<file path="src/rtl/dmem_port_arbiter_pkg.sv">
// Shared definitions for the data-memory port arbiter.
//   store_type_e : store size codes understood by the data memory (SB/SH/SW)
//   cnt_w()      : width needed to hold a counter value 0..max_val (at least 1)
package dmem_port_arbiter_pkg;

  typedef enum logic [1:0] {
    ST_SB = 2'd0,
    ST_SH = 2'd1,
    ST_SW = 2'd2
  } store_type_e;

  function automatic int cnt_w(input int max_val);
    return (max_val < 1) ? 1 : $clog2(max_val + 1);
  endfunction

endpackage

</file>
<file path="src/rtl/dmem_port_arbiter_if.sv">
// External requester port of the data-memory arbiter (loader / debug DMA).
//   master : the external requester (drives request, address, data, lock)
//   slave  : the arbiter (returns grant and registered read response)
interface dmem_port_arbiter_if;
  import dmem_port_arbiter_pkg::*;

  logic        ext_req;
  logic        ext_we;
  logic        ext_lock;
  logic [1:0]  ext_store_type;
  logic [31:0] ext_addr;
  logic [31:0] ext_wdata;
  logic        ext_gnt;
  logic [31:0] ext_rdata;
  logic        ext_rvalid;

  modport master (
    output ext_req, ext_we, ext_lock, ext_store_type, ext_addr, ext_wdata,
    input  ext_gnt, ext_rdata, ext_rvalid
  );

  modport slave (
    input  ext_req, ext_we, ext_lock, ext_store_type, ext_addr, ext_wdata,
    output ext_gnt, ext_rdata, ext_rvalid
  );

endinterface

</file>
<file path="src/rtl/dmem_port_arbiter_arb_starve_lock_ctrl.sv">
// Grant decision for the external requester: CPU has priority unless the
// external side has been starved for STARVE_LIMIT cycles or holds a lock.
//   clk, rst  : clock, synchronous active-high reset
//   cpu_req   : CPU wants the port this cycle
//   ext_req   : external side wants the port this cycle
//   ext_lock  : external side asks to keep the port next cycle
//   ext_gnt   : external access performed this cycle
//
// state                  | meaning
// lock_active=0          | normal priority, starve_cnt counts denied ext cycles
// lock_active=1          | ext owns the port next beat if it still requests
// starve_cnt=STARVE_LIMIT| ext wins over the CPU on its next request cycle
module arb_starve_lock_ctrl
  import dmem_port_arbiter_pkg::*;
#(
  parameter int STARVE_LIMIT = 8,
  parameter int MAX_LOCK     = 4
) (
  input  logic clk,
  input  logic rst,
  input  logic cpu_req,
  input  logic ext_req,
  input  logic ext_lock,
  output logic ext_gnt
);

  localparam int SW = cnt_w(STARVE_LIMIT);
  localparam int LW = cnt_w(MAX_LOCK - 1);
  localparam logic [SW-1:0] STARVE_MAX = SW'(STARVE_LIMIT);
  localparam logic [LW:0]   LOCK_MAX   = (LW + 1)'(MAX_LOCK);

  logic [SW-1:0] starve_cnt, starve_nxt;
  logic [LW-1:0] lock_cnt, lock_cnt_nxt;
  logic          lock_active, lock_active_nxt;
  logic [LW:0]   lock_inc;

  always_ff @(posedge clk) begin
    if (rst) begin
      starve_cnt  <= '0;
      lock_cnt    <= '0;
      lock_active <= 1'b0;
    end else begin
      starve_cnt  <= starve_nxt;
      lock_cnt    <= lock_cnt_nxt;
      lock_active <= lock_active_nxt;
    end
  end

  always_comb begin
    starve_nxt      = '0;
    lock_cnt_nxt    = '0;
    lock_active_nxt = 1'b0;
    lock_inc        = {1'b0, lock_cnt} + (LW + 1)'(1);
    if (ext_req && !ext_gnt)
      starve_nxt = (starve_cnt == STARVE_MAX) ? starve_cnt : starve_cnt + SW'(1);
    if (ext_gnt && ext_lock && (lock_inc < LOCK_MAX)) begin
      lock_active_nxt = 1'b1;
      lock_cnt_nxt    = lock_inc[LW-1:0];
    end
  end

  // While rst is high the registered state is treated as already cleared,
  // so only an uncontested ext request is granted in the reset cycle.
  always_comb begin
    ext_gnt = ext_req &
              (~cpu_req | (~rst & ((starve_cnt == STARVE_MAX) | lock_active)));
  end

endmodule

</file>
<file path="src/rtl/dmem_port_arbiter.sv">
// Shares the single data-memory port between the CPU Memory stage and an
// external requester, stalls the CPU when it loses, returns registered read
// data to the external side and counts CPU stall cycles.
//   clk, rst        : clock, synchronous active-high reset
//   MemReadM/WriteM : CPU load/store request; StoreTypeM, ALUResultM, WriteDataM
//   ReadDataM       : CPU load data (combinational from memory)
//   StallM          : CPU access deferred this cycle
//   ext             : external requester port (slave side)
//   mem_*           : data memory port, mem_rdata combinational
//   stall_count     : saturating count of StallM cycles
module dmem_port_arbiter
  import dmem_port_arbiter_pkg::*;
#(
  parameter int STARVE_LIMIT = 8,
  parameter int MAX_LOCK     = 4,
  parameter int STALL_CNT_W  = 32
) (
  input  logic                   clk,
  input  logic                   rst,
  input  logic                   MemReadM,
  input  logic                   MemWriteM,
  input  logic [1:0]             StoreTypeM,
  input  logic [31:0]            ALUResultM,
  input  logic [31:0]            WriteDataM,
  output logic [31:0]            ReadDataM,
  output logic                   StallM,
  dmem_port_arbiter_if.slave     ext,
  output logic                   mem_we,
  output logic [1:0]             mem_store_type,
  output logic [31:0]            mem_addr,
  output logic [31:0]            mem_wdata,
  input  logic [31:0]            mem_rdata,
  output logic [STALL_CNT_W-1:0] stall_count
);

  logic                   cpu_req;
  logic                   ext_gnt;
  logic                   rvalid_q;
  logic [31:0]            rdata_q;
  logic [STALL_CNT_W-1:0] stall_q;

  assign cpu_req = MemReadM | MemWriteM;

  arb_starve_lock_ctrl #(
    .STARVE_LIMIT (STARVE_LIMIT),
    .MAX_LOCK     (MAX_LOCK)
  ) u_ctrl (
    .clk      (clk),
    .rst      (rst),
    .cpu_req  (cpu_req),
    .ext_req  (ext.ext_req),
    .ext_lock (ext.ext_lock),
    .ext_gnt  (ext_gnt)
  );

  assign StallM    = cpu_req & ext_gnt;
  assign ReadDataM = mem_rdata;

  always_comb begin
    if (ext_gnt) begin
      mem_we         = ext.ext_we;
      mem_store_type = ext.ext_store_type;
      mem_addr       = ext.ext_addr;
      mem_wdata      = ext.ext_wdata;
    end else begin
      mem_we         = MemWriteM;
      mem_store_type = StoreTypeM;
      mem_addr       = ALUResultM;
      mem_wdata      = WriteDataM;
    end
  end

  // Memory read data is only valid in the grant cycle, so capture it here.
  always_ff @(posedge clk) begin
    if (rst) begin
      rvalid_q <= 1'b0;
      rdata_q  <= '0;
    end else begin
      rvalid_q <= ext_gnt & ~ext.ext_we;
      if (ext_gnt && !ext.ext_we)
        rdata_q <= mem_rdata;
    end
  end

  always_ff @(posedge clk) begin
    if (rst)
      stall_q <= '0;
    else if (StallM && (stall_q != '1))
      stall_q <= stall_q + STALL_CNT_W'(1);
  end

  assign ext.ext_gnt    = ext_gnt;
  assign ext.ext_rvalid = rvalid_q;
  assign ext.ext_rdata  = rdata_q;
  assign stall_count    = stall_q;

endmodule

</file>
<file path="src/flat_wrapper.sv">
// flat-port wrapper written by rule: the top's interface ports become plain ports
module dmem_port_arbiter_flat import dmem_port_arbiter_pkg::*;
#(
  parameter int STARVE_LIMIT = 8,
  parameter int MAX_LOCK     = 4,
  parameter int STALL_CNT_W  = 32
)
  (clk, rst, MemReadM, MemWriteM, StoreTypeM, ALUResultM, WriteDataM, ReadDataM, StallM, mem_we, mem_store_type, mem_addr, mem_wdata, mem_rdata, stall_count, ext_ext_req, ext_ext_we, ext_ext_lock, ext_ext_store_type, ext_ext_addr, ext_ext_wdata, ext_ext_gnt, ext_ext_rdata, ext_ext_rvalid);
  dmem_port_arbiter_if ext_i ();
  input  logic clk;
  input  logic rst;
  input  logic MemReadM;
  input  logic MemWriteM;
  input  logic [1:0] StoreTypeM;
  input  logic [31:0] ALUResultM;
  input  logic [31:0] WriteDataM;
  output logic [31:0] ReadDataM;
  output logic StallM;
  output logic mem_we;
  output logic [1:0] mem_store_type;
  output logic [31:0] mem_addr;
  output logic [31:0] mem_wdata;
  input  logic [31:0] mem_rdata;
  output logic [STALL_CNT_W-1:0] stall_count;
  input wire logic [$bits(ext_i.ext_req)-1:0] ext_ext_req;
  input wire logic [$bits(ext_i.ext_we)-1:0] ext_ext_we;
  input wire logic [$bits(ext_i.ext_lock)-1:0] ext_ext_lock;
  input wire logic [$bits(ext_i.ext_store_type)-1:0] ext_ext_store_type;
  input wire logic [$bits(ext_i.ext_addr)-1:0] ext_ext_addr;
  input wire logic [$bits(ext_i.ext_wdata)-1:0] ext_ext_wdata;
  output wire logic [$bits(ext_i.ext_gnt)-1:0] ext_ext_gnt;
  output wire logic [$bits(ext_i.ext_rdata)-1:0] ext_ext_rdata;
  output wire logic [$bits(ext_i.ext_rvalid)-1:0] ext_ext_rvalid;
  assign ext_i.ext_req = ext_ext_req;
  assign ext_i.ext_we = ext_ext_we;
  assign ext_i.ext_lock = ext_ext_lock;
  assign ext_i.ext_store_type = ext_ext_store_type;
  assign ext_i.ext_addr = ext_ext_addr;
  assign ext_i.ext_wdata = ext_ext_wdata;
  assign ext_ext_gnt = ext_i.ext_gnt;
  assign ext_ext_rdata = ext_i.ext_rdata;
  assign ext_ext_rvalid = ext_i.ext_rvalid;
  dmem_port_arbiter #(.STARVE_LIMIT(STARVE_LIMIT), .MAX_LOCK(MAX_LOCK), .STALL_CNT_W(STALL_CNT_W)) u_core (.clk(clk), .rst(rst), .MemReadM(MemReadM), .MemWriteM(MemWriteM), .StoreTypeM(StoreTypeM), .ALUResultM(ALUResultM), .WriteDataM(WriteDataM), .ReadDataM(ReadDataM), .StallM(StallM), .ext(ext_i), .mem_we(mem_we), .mem_store_type(mem_store_type), .mem_addr(mem_addr), .mem_wdata(mem_wdata), .mem_rdata(mem_rdata), .stall_count(stall_count));
endmodule
</file>
<file path="config.mk">
export PLATFORM = sky130hd
export DESIGN_NAME = dmem_port_arbiter_flat
export DESIGN_NICKNAME = d
export VERILOG_FILES = /design/src/rtl/dmem_port_arbiter_pkg.sv /design/src/rtl/dmem_port_arbiter_if.sv /design/src/rtl/dmem_port_arbiter_arb_starve_lock_ctrl.sv /design/src/rtl/dmem_port_arbiter.sv /design/src/flat_wrapper.sv
export SDC_FILE = /design/constraint.sdc
export NUM_CORES = 1
export LEC_CHECK = 0
export CAP_MARGIN = 20
export CORE_AREA = 2 2 130 132
export DETAILED_ROUTE_END_ITERATION = 7
export DIE_AREA = 0 0 132 134
export PLACE_DENSITY_LB_ADDON = 0.08
export SYNTH_ARGS = -nofsm -noshare
export SYNTH_HDL_FRONTEND = slang
export SYNTH_HIERARCHICAL = 1
export SYNTH_SLANG_ARGS = --single-unit
export TNS_END_PERCENT = 10
</file>
<file path="constraint.sdc">
create_clock -name clk -period 4.4 [get_ports clk]
set_input_delay 0.88 -clock clk [delete_from_list [all_inputs] [get_ports clk]]
set_output_delay 0.88 -clock clk [all_outputs]
set_load 0.05 [all_outputs]
</file>
After elaboration in Yosys (flattened, before gate mapping)
Index checks and enable logic that the tools add are counted.
- multiplexer cells: 5
- add/sub/neg operators: 3
- reductions and logical operators: 9
- order comparisons: 1
- bitwise gates (word level): 12
- eq/ne operators: 2
- operator list (operator ; number):
    32-bit two-way mux ; 2
    32-bit by 1-bit adder with 32-bit output (second input constant) ; 1
    32-bit != test (second input constant) ; 1
    1-bit logical AND ; 5
    1-bit inverter ; 5
    4-bit by 1-bit adder with 4-bit output (second input constant) ; 1
    1-bit AND ; 4
    4-bit equality test (second input constant) ; 1
    2-bit OR reduction ; 2
    2-bit by 1-bit adder with 3-bit output (second input constant) ; 1
    3-bit < comparator (second input constant) ; 1
    1-bit bitwise OR ; 3
    1-bit logical NOT ; 2
    1-bit two-way mux ; 2
    2-bit two-way mux ; 1
- output and inout port bits: 166
- flip-flop bits (word level): 72
- logic and storage cells: 38

Logic depth before layout (Yosys ltp)
Gate-level depths: netlist of run 1.
- depth in word-level cells: 9
- gate-level depth with buffers: 13

Hierarchy
Netlist of run 1, hierarchy kept.
- by module, submodules not included (module ; cells an instance ; times used ; area an instance (um^2)):
    dmem_port_arbiter ; 457 ; 1 ; 3841.2
    arb_starve_lock_ctrl ; 29 ; 1 ; 312.8

Worst setup path before layout of run 1
OpenSTA, ideal clock, no wires.
- kind: input to output
- start: in MemWriteM
- end: out mem_addr[10]
- arrival: 3.883 ns
- required time: 3.520 ns
- slack: -0.363 ns
- stages on the path: 6
- cells stage by stage: or2_2 -> a21boi_0 -> buf_2 -> clkbuf_1 -> clkbuf_1 -> mux2_2
- cells in the longest elaborated chain, start to end: 5
- RTL lines (what ; line ; text):
    start: declaration ; flat_wrapper.sv:13 ; input logic MemWriteM;
    1-bit bitwise OR ; dmem_port_arbiter.sv:42 ; assign cpu_req = MemReadM | MemWriteM;
    1-bit inverter ; dmem_port_arbiter_arb_starve_lock_ctrl.sv:66 ; (~cpu_req | (~rst & ((starve_cnt == STARVE_MAX) | lock_active)));
    1-bit bitwise OR ; dmem_port_arbiter_arb_starve_lock_ctrl.sv:66 ;
    1-bit AND ; dmem_port_arbiter_arb_starve_lock_ctrl.sv:65 ; ext_gnt = ext_req &
    via ext_ext_gnt ; flat_wrapper.sv:31 ; output wire logic [$bits(ext_i.ext_gnt)-1:0] ext_ext_gnt;
    32-bit two-way mux ; dmem_port_arbiter.sv:60 ; if (ext_gnt) begin
    end: declaration ; flat_wrapper.sv:21 ; output logic [31:0] mem_addr;
The timed path passes the listed nets, and every way through them passes these cells.

Worst setup path after layout of run 1
- start: in MemWriteM
- end: out mem_wdata[19]
- cells in the longest elaborated chain, start to end: 5
- RTL lines (what ; line ; text):
    1-bit bitwise OR ; dmem_port_arbiter.sv:42 ;
    via u_core.cpu_req ; dmem_port_arbiter.sv:36 ; logic cpu_req;
    1-bit inverter ; dmem_port_arbiter_arb_starve_lock_ctrl.sv:66 ;
    1-bit bitwise OR ; dmem_port_arbiter_arb_starve_lock_ctrl.sv:66 ;
    1-bit AND ; dmem_port_arbiter_arb_starve_lock_ctrl.sv:65 ;
    32-bit two-way mux ; dmem_port_arbiter.sv:60 ;
    end: declaration ; flat_wrapper.sv:22 ; output logic [31:0] mem_wdata;
The timed path passes the listed nets, and every way through them passes these cells.

==> results of run 1 <==
## final cells by class
| class | instances | area share, % |
|---|---|---|
| multi-input cells | 342 | 30.3 |
| repair buffers | 345 | 43.3 |
| clock buffers | 12 | 3.35 |
| inverters | 9 | 0.441 |
| flip-flops and latches | 72 | 18.8 |
| well taps | 220 | 3.59 |
| clock inverters | 3 | 0.229 |
| diodes | 1 | 0.0327 |
## cell usage after synthesis (2+ instances only)
master	count	area share (%)
o31ai_1	7	1.3
nand3_1	8	0.96
nor2_1	18	1.6
mux2_2	69	19
buf_4	33	6.0
nand4_1	16	2.4
or3_1	12	1.8
and2_1	2	0.30
and3_1	2	0.30
and4_1	3	0.63
o21a_1	2	0.36
nor3_1	5	0.60
a21oi_1	49	5.9
nor4b_1	3	0.63
clkbuf_1	24	2.2
nor4_1	7	1.1
mux2_1	4	1.1
dfxtp_1	72	35
buf_2	4	0.48
inv_1	8	0.72
or4_1	7	1.3
ha_1	4	1.2
nor2b_1	10	1.5
nand2_1	75	6.8
xor2_1	5	1.1
o211ai_1	2	0.36
o21ai_0	14	1.7
## routing by layer
layer	track usage (%)	vias up	share of wire, %
met4	7.00	0	2.0
met3	4.08	20	7.0
met5	0	-	0
li1	-	2268	-
met1	21.7	2151	40
met2	33.4	208	51
## where the power goes
part           total [mW]  switching [mW]  internal, mW
Sequential          0.666         0.00506         0.661
Clock               0.670           0.263         0.407
Combinational       0.650           0.367         0.284
## per-stage QoR
step                power (mW)  utilization (%)  setup WS [ns]
finish                    1.99             47.0          0.345
global route              2.07             47.0          0.244
CTS                       2.02             47.0          0.322
detailed placement        1.33             45.3          0.329
global placement          1.33             45.2          0.350
floorplan                 1.04                -         0.0808
## kinds of logic (layout without fill, tap and decap cells)
| group | Yosys count | after routing | share of synthesized area [%] |
|---|---|---|---|
| xor gates and xnor gates | 6 | 6 | 1.27 |
| muxes | 74 | 74 | 20.2 |
| other | 0 | 1 | 0 |
| buffers and inverters | 72 | 369 | 9.79 |
| AOI/OAI and AO/OA | 80 | 80 | 10.8 |
| DFF | 72 | 72 | 34.7 |
| and+or+nand+nor | 178 | 178 | 22.1 |
| adders and majority gates | 4 | 4 | 1.20 |
## flip-flops by register name (all words and copies together), names as in the netlist
signal                     count
u_core/ext.ext_rdata          32
u_core/stall_count            32
u_core/u_ctrl/starve_cnt       4
u_core/u_ctrl/lock_active      1
u_core/u_ctrl/lock_cnt         2
u_core/ext.ext_rvalid          1
## path summary, 6_finish.rpt
check | startpoint | to | slack [ns] | depth (start not counted)
max | MemWriteM | mem_wdata[19] | 0.35 | 6
min | u_core/u_ctrl/lock_cnt[0] | u_core/u_ctrl/lock_cnt[0] | 0.43 | 1
max reg2reg | u_core/u_ctrl/starve_cnt[0] | u_core/stall_count[23] | 1.28 | 11
min reg2reg | u_core/u_ctrl/lock_cnt[0] | u_core/u_ctrl/lock_cnt[0] | 0.43 | 1
## worst register-to-register path, cell delays in order, from the launching register on
cell	delay, ns
dfxtp_1	0.33
inv_1	0.06
ha_1	0.14
and3b_1	0.27
o21bai_1	0.13
a21boi_4	0.24
buf_12	0.23
o21ai_1	0.19
nor3_1	0.29
nand2_1	0.33
nor4b_1	0.43
mux2_2	0.38
==> results_dict.tcl, run 1 <==
set metrics [dict create \
    slew_headroom_pct 47.2 \
    grt_usage_pct 18.6 \
    drt_iter0_markers 228 \
    cts_setup_buffers 0 \
    dp_cells 988 \
    drv_cap 0 \
    wl_um 17100 \
    power_density_nw_per_um2 259 \
    placed_cell_area_sq_um 7390 \
    ant_nets 0 \
    row_count 47 \
    initial_core_util_pct 25.5 \
    ys.flop_type "dfxtp_1" \
    critical_path_class "in2out" \
    clk_path_buf_depth 2 \
    final_common_cell "clkdlybuf4s50_1" \
    stdcell_count 1004 \
    start_kind "primary input" \
    fillers 1561 \
    die_y_um 134 \
    slowest_stage "clkdlybuf4s50_1" \
    overflow 0 \
    ir_drop_mv 0.185 \
    dpl.hpwl_um 13900 \
    numClockSinks 72 \
    drtPass1Iterations 4 \
    fin_setup_tns_ns 0 \
    worst_hold_slack_ns 0.426 \
    setup_violations 0 \
    finalCriticalPeriod_ns 4.05 \
    layout-drive-gt1-share_pct 19.4 \
    htreeDepth 3 \
    skew_ns 0.00728 \
    core_sq_um 16300 \
    critPathCaptureType "output pin" \
    leakagePower_nw 2.75 \
    tritoncts "built" \
    fin_area_sq_um 7660 \
    syn_to_final_growth_pct 84.5 \
    grt_pass1_wl_um 25800 \
    cpMostUsedCell "clkdlybuf4s50_1" \
    ctsResizeCount 0 \
    multiInputGateArea_sq_um 2320 \
    avgSynthCellArea_sq_um 8.55 \
    root_buffer "clkbuf_16" \
    synthesis.nets 661 \
    grt_start_max_net_pins 77 \
    cts_made_buffers 9 \
    ys_ff_latch 72 \
    die_width_um 132 \
    final-hold-violation-count 0 \
    place.gp.congestion 0.806 \
    antenna_found_initial 1 \
    wl_per_cell_um 17.0 \
    worstPathArrival_ns 3.17 \
    max_freq_mhz 247 \
    layout_common_cells "clkdlybuf4s50_1, nand2_1, dfxtp_1" \
    post-route-drc-count 0 \
    slew_violations 0 \
    io_pins 337 \
    clk_latency_ns 0.33 \
    synth_warnings 6 \
    async_flop_share_pct 0 \
    critical-path-top-delay-family "buffers and inverters" \
    crit_chain "clkdlybuf4s50_1 > or2_2 > a21boi_4 > buf_12 > mux2_2 > clkdlybuf4s50_1" \
    synthCells 486 \
    seq_area_sq_um 1440 \
    port_buffers 336 \
    cp_num_buf_inv 3 \
    cp_max_fo 33 \
    nets 954 \
    rsz0062_at_grt "false" \
    synth_cell_types 48 \
    vias 4647 \
    grt_pass1_vias 4688 \
    worstMarginPinSlew_ns 0.792 \
    hold_path_class "reg2reg" \
    status "completed" \
    crit_required_ns 3.52 \
    synthesis.area_sq_um 4150 \
    path_clk_slew_ns 0.05 \
    ctsHoldBuffers 0 \
    via_per_inst 4.63 \
    synth_seq_area_share_pct 34.7 \
    slowest_delay_ns 0.71 \
    fin_crit_sh_pct 92.2 \
    die_area_sq_um 17700 \
    synth_edf_count 0 \
]
Power figures use the tool's default switching activity.
==> run 2, diff against run 1 <==
--- a/config.mk
+++ b/config.mk
@@ -9,6 +9,7 @@
 export CORE_AREA = 2 2 130 132
 export DETAILED_ROUTE_END_ITERATION = 7
 export DIE_AREA = 0 0 132 134
+export HOLD_SLACK_MARGIN = 0.03
 export PLACE_DENSITY_LB_ADDON = 0.08
 export SYNTH_ARGS = -nofsm -noshare
 export SYNTH_HDL_FRONTEND = slang
==> results of run 2 <==
No change in the layout: final DEF, timing and power equal those of run 1.
==> run 3, diff against run 2 <==
--- a/config.mk
+++ b/config.mk
@@ -5,7 +5,7 @@
 export SDC_FILE = /design/constraint.sdc
 export NUM_CORES = 1
 export LEC_CHECK = 0
-export CAP_MARGIN = 20
+export CAP_MARGIN = 5
 export CORE_AREA = 2 2 130 132
 export DETAILED_ROUTE_END_ITERATION = 7
 export DIE_AREA = 0 0 132 134
==> run 3 against run 2 <==
Against the previous run:
- final cell count about the same
- via count fell by 0.19%
- non-clock buffer count stayed put
- design area increased by 0.77%
- register-to-register slack gained 0.06 ns
- critical path depth did not move
- sequential share of layout area shrank 0.14 points
- count of clock-buffer cells in the layout is 2 lower
- clock power is 23% higher
- routed wire length is 0.95% lower
- highest routed layer unchanged
==> results_dict.tcl, run 3 (same netlist as run 1, synthesis figures left out) <==
set metrics [dict create \
    setup_violations 0 \
    slew_violations 0 \
    core_sq_um 16300 \
    grt_start_max_net_pins 77 \
    root_buffer "clkbuf_16" \
    post-route-drc-count 0 \
    path_clk_slew_ns 0.06 \
    wl_um 16900 \
    status "completed" \
    diodes 0 \
    final_common_cell "clkdlybuf4s50_1" \
    drtPass1Iterations 4 \
    port_buffers 336 \
    crit_required_ns 3.52 \
    htreeDepth 3 \
    ctsHoldBuffers 0 \
    worst_hold_slack_ns 0.425 \
    via_per_inst 4.62 \
    final-hold-violation-count 0 \
    grt_pass1_vias 4634 \
    drt_iter0_markers 204 \
    vias 4638 \
    clk_path_buf_depth 2 \
    wl_per_cell_um 16.9 \
    cts_setup_buffers 0 \
    slew_headroom_pct 45.6 \
    max_freq_mhz 246 \
    placed_cell_area_sq_um 7370 \
    critical_path_class "in2out" \
    layout_common_cells "clkdlybuf4s50_1, nand2_1, dfxtp_1" \
    power_density_nw_per_um2 277 \
    dpl.hpwl_um 13800 \
    hold_path_class "reg2reg" \
    syn_to_final_growth_pct 85.9 \
    grt_usage_pct 18.3 \
    tritoncts "built" \
    ir_drop_mv 0.154 \
    die_area_sq_um 17700 \
    grt_pass1_wl_um 25300 \
    finalCriticalPeriod_ns 4.07 \
    ctsResizeCount 0 \
    clk_latency_ns 0.33 \
    numClockSinks 72 \
    skew_ns 0.00923 \
    rsz0062_at_grt "false" \
    place.gp.congestion 0.806 \
    antenna_found_initial 0 \
    worstMarginPinSlew_ns 0.816 \
    layout-drive-gt1-share_pct 19.4 \
    worstPathArrival_ns 3.19 \
    drv_cap 0 \
    cts_made_buffers 9 \
    io_pins 337 \
    fin_util_pct 47.4 \
    leakagePower_nw 2.77 \
    critPathCaptureType "output pin" \
    row_count 47 \
    die_width_um 132 \
    ant_nets 0 \
    die_y_um 134 \
    cp_max_fo 33 \
    initial_core_util_pct 25.5 \
    nets 954 \
    fin_crit_sh_pct 92.5 \
    overflow 0 \
    start_kind "primary input" \
    fin_area_sq_um 7720 \
    fin_setup_tns_ns 0 \
]
[run 3: cell count changes in the layout (fill, tap and decap cells not counted)]
cell / delta
clkinv_2: -2
clkinv_4: +1
bufinv_16: +3
clkbuf_8: -2
diode_2: -1
[run 3: stage by stage]
step | power [mW] | cells | worst slack, ns
2_1_floorplan | 1.04 | 486 | 0.0808
3_5_place_dp | 1.33 | 987 | 0.325
4_1_cts | 2.16 | 1002 | 0.312
6_report | 2.14 | 1003 | 0.329
3_3_place_gp | 1.33 | 987 | 0.350
5_1_grt | 2.22 | 1003 | 0.238
[run 3: report_power, final]
group	internal (mW)	total (mW)	switching (mW)
clock	0.552	0.826	0.274
combinational	0.283	0.649	0.366
sequential	0.661	0.666	0.00506
total	1.50	2.14	0.645
[run 3: worst paths after layout]
| path | start | endpoint | slack [ns] | cells past startpoint |
|---|---|---|---|---|
| max | MemWriteM | mem_wdata[19] | 0.33 | 6 |
| min | u_core/u_ctrl/lock_cnt[0] | u_core/u_ctrl/lock_cnt[0] | 0.42 | 1 |
| max reg2reg | u_core/u_ctrl/starve_cnt[0] | u_core/stall_count[23] | 1.34 | 11 |
| min reg2reg | u_core/u_ctrl/lock_cnt[0] | u_core/u_ctrl/lock_cnt[0] | 0.42 | 1 |
[run 3: critical path: stages]
cell and delay, ns:
clkdlybuf4s50_1 0.43, or2_2 0.35, a21boi_4 0.21, buf_12 0.23
mux2_2 0.36, clkdlybuf4s50_1 0.72
[run 3: per-layer routing]
metal  vias to the layer above  part of all wire, %  global-route usage, %
met5                         -                    0                      0
met4                         0                  2.4                   6.34
met3                        18                  8.2                   5.14
met2                       212                   50                   32.3
met1                      2129                   39                   21.2
li1                       2279                    -                      -
[run 3: area by class of cell]
class	count	area, sq um
Inverter	9	33.8
Sequential cell	72	1440
Clock inverter	5	106
Timing Repair Buffer	345	3320
Clock buffer	10	229
Tap cell	220	275
Fill cell	1525	8570
Multi-Input combinational cell	342	2320
==> patch (config.mk and constraints of run 2) <==
`STARVE_LIMIT` is set to 8 in 3 places; all go to 4.
--- a/src/rtl/dmem_port_arbiter_arb_starve_lock_ctrl.sv
+++ b/src/rtl/dmem_port_arbiter_arb_starve_lock_ctrl.sv
@@ -14,5 +14,5 @@
   import dmem_port_arbiter_pkg::*;
 #(
-  parameter int STARVE_LIMIT = 8,
+  parameter int STARVE_LIMIT = 4,
   parameter int MAX_LOCK     = 4
 ) (
--- a/src/rtl/dmem_port_arbiter.sv
+++ b/src/rtl/dmem_port_arbiter.sv
@@ -12,5 +12,5 @@
   import dmem_port_arbiter_pkg::*;
 #(
-  parameter int STARVE_LIMIT = 8,
+  parameter int STARVE_LIMIT = 4,
   parameter int MAX_LOCK     = 4,
   parameter int STALL_CNT_W  = 32
--- a/src/flat_wrapper.sv
+++ b/src/flat_wrapper.sv
@@ -2,5 +2,5 @@
 module dmem_port_arbiter_flat import dmem_port_arbiter_pkg::*;
 #(
-  parameter int STARVE_LIMIT = 8,
+  parameter int STARVE_LIMIT = 4,
   parameter int MAX_LOCK     = 4,
   parameter int STALL_CNT_W  = 32
Check against the original RTL: not equivalent (a bounded check fails within 10 cycles, from zero or initial values and one cycle with rst high).
==> patch against run 2 <==
Routed wire length up 2.0%. Sequential power down 2%. Sequential cell count down 1. Worst setup slack worse by 95 ps. Count of clock-buffer cells in the layout down 3. Synthesized area down 0.90%. Utilization down 0.069 points. Design area down 0.15%. Total power up 1.0%. Highest routed layer unchanged.
==> patch: results <==
[power]
ir_drop_v = 0.000169
power_leakage_nw = 2.76
powerSeq_uw = 654
power.share.clock_pct = 36.5
comb_power_share_pct = 30.9
power.internal_mw = 1.36

[final_layout]
drive_gt1_share_pct = 22.2
num-fill-cells = 1571
diodes = 0
fin_cells = 1003

[synthesis]
synth_cells = 484
ys_seq_area_share_pct = 34.5
synthTopCellsByArea = dfxtp_1 (35%), mux2_2 (19%), nand2_1 (6.9%), buf_4 (6.0%), a21oi_1 (6.0%)
synthAdderAreaFrac_pct = 1.22
synth_commonest_cells = nand2_1 (76), dfxtp_1 (71), mux2_2 (69)
synth_xor_area_share_pct = 0.851
synth-compound-area-share_pct = 11.2
synthMuxAreaShare_pct = 20.3

[worst_setup_path]
crit_path_max_incr_delay_ps = 450
cp_max_fo = 68

[run_status]
status = complete, no violations

[route]
viasPerCell = 4.61
drt-met1-wl_mm = 6.45
dr.first_iter.drc_count = 170
wl_met2_mm = 9.06

[grt]
grt_pass1_vias = 4689
grt_util_met2_pct = 34.9
met1_usage_pct = 20.3
grtUsageMet3_pct = 7.75
track_usage_pct = 19.1

[placed_design]
place_inst = 987
place.gp.congestion = 0.827
place_ws_ps = 121
hpwlAfterDp_mm = 14.3

[sta]
fin_worst_skew_ps = 8.22
tightest_slew_ps = 817
==> patch: kinds of logic (layout without fill, tap and decap cells) <==
group | after synthesis | in the layout
muxes | 74 | 74
adders and majority gates | 4 | 4
xor gates and xnor gates | 4 | 4
DFF | 71 | 71
buffers and inverters | 72 | 371
and+or+nand+nor | 180 | 180
AOI/OAI and AO/OA | 79 | 79
==> patch: area by class of cell <==
class	instances	share of cell area [%]
clock buffer	9	2.94
clock inverter	7	0.948
inverter	10	0.491
multi-input combinational	341	30.3
sequential	71	18.6
tap	220	3.60
timing repair buffer	345	43.2
==> patch: path summary, 6_finish.rpt <==
kind,to,slack [ps],cells past startpoint
hold reg to reg,u_core/u_ctrl/lock_cnt[0]$_SDFF_PP0_,420,1
setup reg to reg,u_core/stall_count[29]$_SDFFE_PP0P_,1330,10
hold / removal,u_core/u_ctrl/lock_cnt[0]$_SDFF_PP0_,420,1
setup / recovery,StallM,250,8
